==> config.mk <==
export PLATFORM = sky130hd
export DESIGN_NAME = tt_um_vlsi_serial_sub
export DESIGN_NICKNAME = d
export VERILOG_FILES = /design/src/rtl/tt_um_vlsi_serial_sub.sv
export SDC_FILE = /design/constraint.sdc
export NUM_CORES = 1
export LEC_CHECK = 0
export ABC_AREA = 1
export CAP_MARGIN = 5
export CORE_UTILIZATION = 31
export CTS_CLUSTER_DIAMETER = 150
export DETAILED_ROUTE_END_ITERATION = 8
export GPL_TIMING_DRIVEN = 1
export PLACE_DENSITY = 0.56
export SYNTH_ARGS = -nofsm -noshare
export SYNTH_HDL_FRONTEND = slang
export SYNTH_HIERARCHICAL = 1
export SYNTH_SLANG_ARGS = --single-unit
==> constraint.sdc <==
create_clock -name clk -period 3.2 [get_ports clk]
set_clock_uncertainty 0.15 [all_clocks]
set_input_delay 0.64 -clock clk [delete_from_list [all_inputs] [get_ports clk]]
set_output_delay 0.64 -clock clk [all_outputs]
set_load 0.02 [all_outputs]
==> src/rtl/tt_um_vlsi_serial_sub.sv <==
// Bit-serial 4-bit subtractor: computes D = (A - B) mod 16 and borrow = (A < B)
// one bit per clock, LSB first, with a full subtractor made of two half
// subtractors. All uo_out bits come from flops or from a decode of the state flops.
`timescale 1ns/1ps

// Half subtractor: d = a - b, bout set when a borrow is needed.
module half_sub (
  input  logic a,
  input  logic b,
  output logic d,
  output logic bout
);
  assign d    = a ^ b;
  assign bout = ~a & b;
endmodule

module tt_um_vlsi_serial_sub (
  input  logic       clk,
  input  logic       rst_n,
  input  logic       ena,
  input  logic [7:0] ui_in,
  input  logic [7:0] uio_in,
  output logic [7:0] uo_out,
  output logic [7:0] uio_out,
  output logic [7:0] uio_oe
);

  typedef enum logic [1:0] {
    IDLE  = 2'd0,
    SHIFT = 2'd1,
    DONE  = 2'd2
  } state_t;

  state_t     state, state_next;
  logic [3:0] a_sr, b_sr, res_sr;
  logic [3:0] d_q;
  logic [1:0] cnt;
  logic       bin_q, borrow_q, zero_q;
  logic       busy, done;
  logic       start;
  logic       d1, b1, b2, d_bit, bout;
  logic [3:0] res_next;

  // Powered indication and spare uio inputs have no function.
  logic unused_inputs;
  assign unused_inputs = ^{ena, uio_in[7:1]};

  assign start = uio_in[0];

  // Full subtractor: A - B, then subtract the incoming borrow.
  half_sub u_hs_ab  (.a(a_sr[0]), .b(b_sr[0]), .d(d1),    .bout(b1));
  half_sub u_hs_bin (.a(d1),      .b(bin_q),   .d(d_bit), .bout(b2));
  assign bout = b1 | b2;

  // Difference bits enter from the MSB side, so bit 0 lands in res[0] after four shifts.
  assign res_next = {d_bit, res_sr[3:1]};

  // State register.
  // NOTE: sequential state is updated with non-blocking assignments so every
  // flop samples pre-edge values regardless of process evaluation order.
  always_ff @(posedge clk or negedge rst_n) begin
    if (!rst_n) state <= IDLE;
    else        state <= state_next;
  end

  // Next-state logic: DONE lasts one cycle, start only matters in IDLE.
  // NOTE: state_next gets a default before the case so no path leaves it
  // unassigned, which would otherwise infer a latch.
  always_comb begin
    state_next = state;
    case (state)
      IDLE:    if (start) state_next = SHIFT;
      SHIFT:   if (cnt == 2'd3) state_next = DONE;
      DONE:    state_next = IDLE;
      default: state_next = IDLE;
    endcase
  end

  // Output decode from the state flops only.
  always_comb begin
    busy = 1'b0;
    done = 1'b0;
    case (state)
      SHIFT:   busy = 1'b1;
      DONE:    done = 1'b1;
      default: ;
    endcase
  end

  // Datapath: load operands, shift one bit per SHIFT edge, publish on the last bit.
  always_ff @(posedge clk or negedge rst_n) begin
    if (!rst_n) begin
      a_sr     <= '0;
      b_sr     <= '0;
      res_sr   <= '0;
      cnt      <= '0;
      bin_q    <= 1'b0;
      d_q      <= '0;
      borrow_q <= 1'b0;
      zero_q   <= 1'b0;
    end else begin
      case (state)
        IDLE: begin
          if (start) begin
            a_sr   <= ui_in[3:0];
            b_sr   <= ui_in[7:4];
            res_sr <= '0;
            cnt    <= '0;
            bin_q  <= 1'b0;
          end
        end
        SHIFT: begin
          a_sr   <= {1'b0, a_sr[3:1]};
          b_sr   <= {1'b0, b_sr[3:1]};
          res_sr <= res_next;
          bin_q  <= bout;
          cnt    <= cnt + 2'd1;
          if (cnt == 2'd3) begin
            d_q      <= res_next;
            borrow_q <= bout;
            zero_q   <= (res_next == 4'd0);
          end
        end
        default: ;
      endcase
    end
  end

  assign uo_out  = {zero_q, done, busy, borrow_q, d_q};
  assign uio_out = 8'h00;
  assign uio_oe  = 8'h00;

endmodule

# ---- Yosys cells after proc, flatten, opt, wreduce, memory -nomap -nowiden
# Index checks and enable logic that the tools add are counted.
# W data, S select, Z words.
dict set report classes {
  n_bitwise 7
  n_reduce_logical 6
  eq_ne 5
  n_mux 15
  n_addsub 1
}
# cell n
set op_table {}
lappend op_table {{$pmux W4 S2} 3}
lappend op_table {{$mux W4} 3}
lappend op_table {{$pmux W2 S2} 2}
lappend op_table {{$mux W2} 3}
lappend op_table {{$reduce_and A2 Y1} 3}
lappend op_table {{$eq A2 B2 Y1 const B} 2}
lappend op_table {{$logic_not A4 Y1} 1}
lappend op_table {{$ne A2 B2 Y1 const B} 2}
lappend op_table {{$mux W1} 3}
lappend op_table {{$add A2 B1 Y2 const B} 1}
lappend op_table {{$and A1 B1 Y1} 2}
lappend op_table {{$eq A2 B1 Y1 const B} 1}
lappend op_table {{$logic_not A2 Y1} 1}
lappend op_table {{$not A1 Y1} 2}
lappend op_table {{$pmux W1 S2} 1}
lappend op_table {{$reduce_bool A2 Y1} 1}
lappend op_table {{$xor A1 B1 Y1} 2}
lappend op_table {{$or A1 B1 Y1} 1}
dict set report totals {
  elab_cells 43
  output_inout_bits 24
  regBits 23
}

# ---- Longest topological paths before layout
# Gate-level depths: netlist (run 1).
dict set report logic_depth {
  ltp_word 5
  depth_mapped 9
}

# ---- Hierarchy
# The synthesis (run 1) kept the hierarchy.
# mod area_per_inst_um2 cells_per_inst n_inst
set modules_own_cells {}
lappend modules_own_cells {tt_um_vlsi_serial_sub 1118.6 133 1}
lappend modules_own_cells {half_sub 20.0 3 2}

# ---- Worst setup path before layout (run 1)
# Ideal clock, no wire load.
dict set report synth_path {
  kind {register -> output}
  start {reg state[0]}
  end {out uo_out[5]}
  path_stages_with_launch 5
  setup_slack_ns 1.575
  arrival_time_ns 0.835
  t_required_ns 2.410
  cell_sequence {dfrtp_1 buf_4 inv_1 nor2_4 buf_4}
}
dict set report synth_between {
  elab_chain_cells 2
}
# item line_no
set synth_lines {}
lappend synth_lines {{from (decl)} 34} ;# state_t state, state_next;
lappend synth_lines {{from (signal assigned)} 63} ;# else state <= state_next;
lappend synth_lines {{$eq A2 B1 Y1} 83} ;# case (state)
lappend synth_lines {{$mux W1} 83}
lappend synth_lines {{to (decl)} 23} ;# output logic [7:0] uo_out,
# No other way between the ends.

# ---- Worst setup path in the final report (run 1)
# Ends and elaborated chain as after synthesis.

==> results of run 1 <==
## sequential cells by signal, indices dropped and copies added, names as in the netlist
signal,cells
borrow_q,1
d_q,4
state,2
b_sr,4
res_sr,3
bin_q,1
zero_q,1
a_sr,4
cnt,2
## per-layer routing
metal | up-vias | share of wire, % | routed length [µm] | GRT usage, %
li1 | 424 | - | - | -
met4 | 0 | 0.35 | 7 | 1.74
met5 | - | 0 | 0 | 0
met2 | 29 | 50 | 1000 | 17.7
met1 | 402 | 45 | 904 | 13.8
met3 | 2 | 5.3 | 107 | 3.80
## worst paths after layout
check                             to  cells after the start     start  slack, ns
setup / recovery           uo_out[5]                      3  state[0]       0.59
hold / removal               a_sr[3]                      2   a_sr[3]       0.33
setup reg to reg              zero_q                      9   a_sr[0]       1.62
hold reg to reg              a_sr[3]                      2   a_sr[3]       0.33
max in group asynchronous    b_sr[2]                      2     rst_n       2.09
min in group asynchronous     d_q[0]                      2     rst_n       0.57
## power by group
| group | internal, mW | switching (mW) |
|---|---|---|
| logic | 0.238 | 0.375 |
| registers | 0.402 | 0.0845 |
| clock network | 0.167 | 0.0890 |
| total | 0.807 | 0.549 |
## per-stage QoR
step / hold WS, ns / utilization (%)
finish: 0.330 / 39.4
global route: 0.355 / 39.4
CTS: 0.333 / 39.4
detailed placement: 0.314 / 37.3
global placement: 0.310 / 37.3
floorplan: 0.194 / -
## cell usage after synthesis
master / n
nor2_1: 7
inv_1: 15
nand2_2: 1
nor2_4: 1
buf_4: 22
o21ai_1: 4
conb_1: 1
o21ai_0: 4
nand2_1: 37
nand3_1: 16
a21oi_1: 2
nand2_4: 2
dfrtp_1: 22
ha_1: 3
inv_2: 1
inv_4: 1
## critical path, stage by stage, from the launching register on
cell and delay (ns):
dfrtp_1 0.54, inv_1 0.12, nor2_4 0.24, clkdlybuf4s50_1 0.65
## final cells by class
class	count	share of cell area, %
Inverter	17	4.85
Timing Repair Buffer	19	13.7
Sequential cell	22	40.3
Multi-Input combinational cell	93	31.7
Clock buffer	3	3.02
Clock inverter	1	2.20
Tap cell	46	4.21
## logic make-up after synthesis
group / after synthesis / synth area share (%)
adder cells (fa/ha/maj): 3 / 3.24
AND/OR/NAND/NOR: 64 / 24.6
AO/OA/AOI/OAI: 10 / 4.32
flip-flops: 22 / 47.5
buffers and inverters: 39 / 20.0
other: 1 / 0.324
==> results by group, run 1 <==
Run status
  • Status: finished clean

CTS
  • Post-CTS sizing: 0
  • Hold-fix buffers, CTS: 0
  • CTS max path bufs: 2
  • Worst-Skew Late Latency: between 0.2 and 0.3 ns
  • Clk slew on worst S/H paths: around 0.070 ns
  • CTS tree: yes
  • Root buf cell: clkbuf_8
  • Post-CTS setup buffer count: 0
  • H-Tree Depth: 1
  • Num CTS Buffers: 3
  • CTS Sinks: 22

Placed design
  • DP Area: 1290 µm²
  • Port buffer count: 18
  • Placed Cells: about 200
  • Estimated wirelength of the detail-placed design: approximately 1.5 mm
  • Place WS: 0.886 ns
  • Gpl congestion: 0.782

Routing
  • WL per Instance: ~10 µm
  • Drt total wl: between 2 and 2.5 mm
  • Initial DRC Count: 22
  • DRC Markers: 0
  • DRT Pass-1 Iters: 4
  • DRT antenna net count: 0
  • Drt via density: between 4 and 5
  • Routed vias: approximately 860

Cells and area
  • Area Overhead vs Synth: 17.9%
  • FF+latch area: about 550 µm²
  • Final-stage net count: 178
  • Most common cell after layout, fill and taps aside: nand2_1
  • Diode count: 0
  • Final instance area: about 1400 µm²
  • Most frequent cells in the layout: 37 x nand2_1, 22 x dfrtp_1, 18 x clkdlybuf4s50_1
  • Multi-input combinational cell area: between 400 and 500 µm²
  • # fillers: between 300 and 400
  • Share of layout cells above drive strength 1: between 7 and 8%
  • Post-Layout Cell Count: roughly 200

Setup path
  • Crit end category: primary output
  • CP max FO: 10
  • Critical Path RT: roughly 2.4 ns
  • Arr. time, crit path: about 1.8 ns
  • CP Launch Type: flip-flop
  • Critical path class: reg -> out

Synthesis
  • Yosys top cell by area: dfrtp_1
  • Yosys cell types: 16
  • Post-Syn Area: between 1000 and 1500 µm²
  • Sequential element share of the synthesized area: roughly 48%
  • Area contributors post-synth: dfrtp_1 48%, buf_4 14%, nand2_1 12%
  • Synth Instances: 139
  • Post-synth top area share: 47.5%
  • Yosys warning count: 6
  • FF+latch count, synth: 22
  • Syn avg cell area: 8.34 µm²

Pwr
  • Cell Pwr Density: ~1000 nW/µm²
  • Power consumption: about 1.4 mW
  • LEAKAGE: between 0.7 and 0.8 nW
  • Worst vdd ir: 0.445 mV

Global route
  • First-pass GRT wire length: ~3.4 mm
  • Largest net degree at the start of global routing: 23
  • GRT overflow: 0
  • Initial antenna violation count: 0
  • Aggregate global-route resource usage: between 10% and 20%
  • Vias in the first global route: 750

STA
  • Final min period: 2.61 ns
  • Final hold vios: 0
  • Final setup fails: 0
  • Tcrit/Tclk final: 81.5%
  • Setup TNS: 0 ns
  • RSZ-0062 raised after global routing: no
  • FMAX: around 380 MHz
  • Pins over their slew limit: 0
  • Setup ws final: around 0.6 ns

Die
  • Num rows: 21
  • Core box area: approximately 3500 µm²
  • Io pins: between 40 and 50
  • Die W: around 63 µm
  • Initial Utilization: roughly a third
  • Die extent in y: ~63 µm
  • Die area: 3990 µm²

Min path
  • Hold Path Class: reg -> reg

Flow run
  • Max Cap Viol: 0
(Power assumes the default switching activity.)
==> inputs of run 2 (changes only) <==
clock period = 2.6 ns   (was 3.2 ns; I/O delays follow)
==> run 2 against run 1 <==
  * Sequential share of layout area is 0.26 points higher
  * Total power is 18% higher
  * First-iteration DRC count is 64% higher
  * Sequential power is 23% higher
  * Global-route usage is 0.052 points higher
  * Critical endpoint unchanged
==> results by group, run 2 (synthesized netlist as in run 1, its figures left out) <==
Placed design
  • Port buffer count: 18 (unchanged)
  • Gpl congestion: 0.782 (about the same)
  • Estimated wirelength of the detail-placed design: 1.50 mm (+1.7%)

Die
  • Num rows: 21 (unchanged)
  • Core box area: 3470 µm² (unchanged)
  • Die extent in y: 63.1 µm (unchanged)
  • Die W: 63.1 µm (unchanged)
  • Initial Utilization: 33.4% (unchanged)
  • Io pins: 43 (unchanged)
  • Die area: 3990 µm² (unchanged)

Routing
  • DRT Pass-1 Iters: 4 (unchanged)
  • WL per Instance: 9.90 µm (-1.5%)
  • DRT antenna net count: 0 (unchanged)
  • Routed vias: 847 (-1.2%)
  • Drt total wl: 2.00 mm (-0.99%)
  • Initial DRC Count: 36 (+64%)
  • DRC Markers: 0 (unchanged)
  • Drt via density: 4.19 (-1.7%)

Cells and area
  • Share of layout cells above drive strength 1: 7.69% (+0.60 points)
  • Diode count: 0 (unchanged)
  • Regs by FF count: a_sr x4, b_sr x4, d_q x4
  • Area Overhead vs Synth: 17.2%
  • Most common cell after layout, fill and taps aside: nand2_1
  • Final-stage net count: 179 (+0.56%)
  • FF+latch area: 551 µm² (unchanged)
  • # fillers: 376 (+1.9%)
  • Most frequent cells in the layout: 37 x nand2_1, 22 x dfrtp_1, 18 x clkdlybuf4s50_1
  • Multi-input combinational cell area: 433 µm² (unchanged)

Min path
  • Hold Path Class: reg -> reg

CTS
  • Post-CTS sizing: 0 (unchanged)
  • CTS max path bufs: 2 (unchanged)
  • Num CTS Buffers: 3 (unchanged)
  • Clk slew on worst S/H paths: 0.08 ns (about the same)
  • Post-CTS setup buffer count: 0 (unchanged)
  • Root buf cell: clkbuf_8
  • CTS tree: yes
  • Hold-fix buffers, CTS: 0 (unchanged)
  • H-Tree Depth: 1 (unchanged)
  • Worst-Skew Late Latency: 0.26 ns (about the same)
  • CTS Sinks: 22 (unchanged)

Pwr
  • Power consumption: 1.60 mW (+18%)
  • Cell Pwr Density: 1180 nW/µm² (+19%)
  • LEAKAGE: 0.714 nW (-0.32%)
  • Worst vdd ir: 0.533 mV (+20%)

Setup path
  • Arr. time, crit path: 1.64 ns (-0.18 ns)
  • Critical Path RT: 1.93 ns (-0.48 ns)
  • Crit end category: primary output
  • Critical path class: reg -> out
  • CP max FO: 9 (-1)
  • CP Launch Type: flip-flop

STA
  • FMAX: 433 MHz
  • Final setup fails: 0 (unchanged)
  • Setup TNS: 0 ns (unchanged)
  • Tcrit/Tclk final: about nine tenths
  • Final hold vios: 0 (unchanged)
  • Pins over their slew limit: 0 (unchanged)
  • RSZ-0062 raised after global routing: no
  • Final min period: about 2.3 ns

Global route
  • GRT overflow: 0 (unchanged)
  • First-pass GRT wire length: 3.41 mm (+1.6%)
  • Aggregate global-route resource usage: 10.9% (+0.052 points)
  • Largest net degree at the start of global routing: 23 (unchanged)
  • Initial antenna violation count: 0 (unchanged)
  • Vias in the first global route: 772 (+2.9%)

Flow run
  • Max Cap Viol: 0 (unchanged)

Run status
  • Status: finished clean
-- run 2: cell types whose count changed in the layout (fill, tap and decap cells not counted), sizes merged --
cell	previous run	this run
buf	1	2
bufinv	1	0
clkbuf	3	4
-- run 2: final timing paths --
| check | from | endpoint | slack, ns | depth (start not counted) |
|---|---|---|---|---|
| max | state[0] | uo_out[5] | 0.29 | 3 |
| min reg2reg | a_sr[3] | a_sr[3] | 0.33 | 2 |
| min in group asynchronous | rst_n | d_q[0] | 0.46 | 2 |
| max in group asynchronous | rst_n | a_sr[0] | 1.61 | 2 |
| min | a_sr[3] | a_sr[3] | 0.33 | 2 |
| max reg2reg | a_sr[0] | zero_q | 1.02 | 9 |
-- run 2: cell type report --
cell class	instances	area share [%]
clock buffers	4	4.06
inverters	17	4.88
multi-input cells	93	31.9
flip-flops and latches	22	40.6
well taps	46	4.24
repair buffers	20	14.4
-- run 2: worst max-delay path, cell delays in order (launching register included) --
cell and delay [ns]:
dfrtp_1 0.54, inv_1 0.12, nor2_4 0.10, clkdlybuf4s50_1 0.61
-- run 2: per-stage QoR --
step	cells	hold slack [ns]	utilization [%]	worst slack [ns]	area, µm²
floorplan	154	0.0744	-	1.10	1210
global placement	198	0.311	37.6	0.565	1300
detailed placement	198	0.313	37.6	0.568	1300
CTS	202	0.332	39.1	0.275	1360
global route	202	0.365	39.1	0.174	1360
finish	202	0.331	39.1	0.292	1360
-- run 2: power breakdown --
| group | switching (mW) | internal (mW) | total, mW |
|---|---|---|---|
| registers | 0.106 | 0.494 | 0.600 |
| logic | 0.459 | 0.305 | 0.764 |
| clock network | 0.106 | 0.135 | 0.241 |
| total | 0.671 | 0.934 | 1.60 |
-- run 2: routing by layer --
layer | vias to the layer above | wire, µm | global-route usage [%]
met4 | 0 | 10 | 1.74
met5 | - | 0 | 0
met2 | 23 | 946 | 18.1
met3 | 2 | 91 | 3.26
li1 | 427 | - | -
met1 | 395 | 950 | 13.9
==> inputs of run 3 (changes only) <==
PLACE_DENSITY = 0.59   (was 0.56)
clock period = 2 ns   (was 2.6 ns; I/O delays follow)
==> run 3 against run 2 <==
  * Total power grew 31%
  * Die area is the same
  * Cell count grew 0.99%
  * Critical path type unchanged
  * Largest power group unchanged
  * First-iteration DRC count shrank 8.3%
  * Critical path depth is the same
  * Critical endpoint is now uo_out[6]
  * Routed wire length shrank 1.0%
==> results by group, run 3 (synthesized netlist as in run 1, its figures left out) <==
Run status
  • Status: finished clean

STA
  • Setup TNS: 0 ns (unchanged)
  • Tcrit/Tclk final: between 80 and 90%
  • Final hold vios: 0 (unchanged)
  • Pins over their slew limit: 0 (unchanged)
  • FMAX: ~570 MHz
  • Final setup fails: 0 (unchanged)
  • Final min period: 1.77 ns
  • RSZ-0062 raised after global routing: no

CTS
  • CTS tree: yes
  • Clk slew on worst S/H paths: 0.08 ns (about the same)
  • Root buf cell: clkbuf_8
  • CTS Sinks: 22 (unchanged)
  • Worst-Skew Late Latency: 0.26 ns (about the same)
  • Num CTS Buffers: 3 (unchanged)
  • CTS max path bufs: 2 (unchanged)
  • H-Tree Depth: 1 (unchanged)

Min path
  • Hold Path Class: in -> async

Routing
  • DRT antenna net count: 0 (unchanged)
  • DRC Markers: 0 (unchanged)
  • Initial DRC Count: 33 (-8.3%)
  • DRT Pass-1 Iters: 7 (+3)
  • Drt total wl: 1.98 mm (-1.0%)
  • Routed vias: 851 (+0.47%)
  • WL per Instance: 9.70 µm (-2.0%)
  • Drt via density: 4.17 (-0.51%)

Setup path
  • Max incr delay on CP: 0.44 ns (-0.17 ns)
  • Critical path class: reg -> out
  • Reg2Reg Setup Slack: 0.43 ns (-0.59 ns)
  • CP max FO: 3 (-6)
  • Worst R2R End: zero_q
  • Critical Path RT: 1.45 ns (-0.48 ns)
  • Critical Path, Cell by Cell: inv_2, nor2_1, dlygate4sd2_1
  • Worst Reg-to-Reg Cells: 8 (-1)
  • Reg2Reg Launch Point: b_sr[0]
  • CP Launch Type: flip-flop
  • Crit path from: state[1]
  • Worst path slowest cell: dfrtp_1
  • Arr. time, crit path: 1.22 ns (-0.42 ns)
  • Crit end category: primary output

Pwr
  • LEAKAGE: 0.728 nW (+2.0%)
  • Worst vdd ir: 0.660 mV (+24%)
  • Cell Pwr Density: 1530 nW/µm² (+30%)

Cells and area
  • Regs by FF count: a_sr x4, b_sr x4, d_q x4
  • Utilization after layout: 39.5% (+0.36 points)
  • Share of layout cells above drive strength 1: 8.86% (+1.2 points)
  • Final-stage net count: 181 (+1.1%)
  • Most common cell after layout, fill and taps aside: nand2_1
  • Most frequent cells in the layout: 37 x nand2_1, 22 x dfrtp_1, 16 x nand3_1, 16 x conb_1, 16 x clkdlybuf4s50_1
  • Diode count: 0 (unchanged)
  • Area Overhead vs Synth: 18.3%
  • # fillers: 360 (-4.3%)

Die
  • Num rows: 21 (unchanged)
  • Die W: 63.1 µm (unchanged)
  • Die extent in y: 63.1 µm (unchanged)
  • Die area: 3990 µm² (unchanged)
  • Initial Utilization: 33.4% (unchanged)
  • Core box area: 3470 µm² (unchanged)
  • Io pins: 43 (unchanged)

Global route
  • Vias in the first global route: 751 (-2.7%)
  • First-pass GRT wire length: 3.44 mm (+1.0%)
  • Largest net degree at the start of global routing: 23 (unchanged)
  • Aggregate global-route resource usage: 10.9% (+0.068 points)
  • GRT overflow: 0 (unchanged)
  • Initial antenna violation count: 0 (unchanged)

Placed design
  • Port buffer count: 18 (unchanged)
  • Estimated wirelength of the detail-placed design: 1.47 mm (-1.8%)
  • Gpl congestion: 0.786 (+0.46%)

Flow run
  • Max Cap Viol: 0 (unchanged)
## run 3: worst max-delay path by stage
stage | to | slack (ns) | cells past startpoint
final | uo_out[6] | 0.23 | 3
after global routing | uo_out[2] | 0.17 | 1
after CTS | uo_out[1] | 0.22 | 1
after detailed placement | uo_out[6] | 0.26 | 3
after global placement | uo_out[6] | 0.24 | 3
after floorplan | zero_q | 0.54 | 9
## run 3: metrics by stage
stage | hold WS, ns | area [µm²] | total power, mW | setup slack [ns] | cells
after floorplan | -0.0456 | 1210 | 1.53 | 0.540 | 154
after global placement | 0.309 | 1320 | 1.78 | 0.242 | 200
after detailed placement | 0.309 | 1320 | 1.81 | 0.257 | 200
after CTS | 0.328 | 1370 | 2.12 | 0.221 | 204
after global routing | 0.349 | 1370 | 2.31 | 0.169 | 204
final | 0.327 | 1370 | 2.10 | 0.231 | 204
## run 3: timing repair
| item | CTS | global route |
|---|---|---|
| setup buffers | 0 | 0 |
| hold buffers | 0 | 0 |
| resized for setup | 2 | 0 |
| endpoints found under the setup margin | 2 | 0 |
## run 3: report_power, final
group / switching [mW] / internal (mW) / leakage (nW)
logic: 0.621 / 0.406 / 0.419
registers: 0.116 / 0.643 / 0.280
clock network: 0.138 / 0.175 / 0.0288
## run 3: layout make-up
cell class | instances | area (µm²) | share of cell area [%]
multi-input cells | 93 | 433 | 31.6
repair buffers | 22 | 208 | 15.2
well taps | 46 | 57.6 | 4.20
flip-flops and latches | 22 | 551 | 40.2
inverters | 17 | 66.3 | 4.84
clock buffers | 4 | 55.1 | 4.02
## run 3: routing by layer
metal  global-route usage (%)  up-vias  share of wire, %
met5                        0        -                 0
met4                     1.74        0                 0
met3                     2.72        0               3.7
met2                     18.3       24                47
met1                     14.3      390                49
li1                         -      437                 -
## run 3: critical path: cells and delay by family, from the launching register on
family	cells	cell delay, ns
buf+inv	2	0.40
simple gates	1	0.12
flops	1	0.44
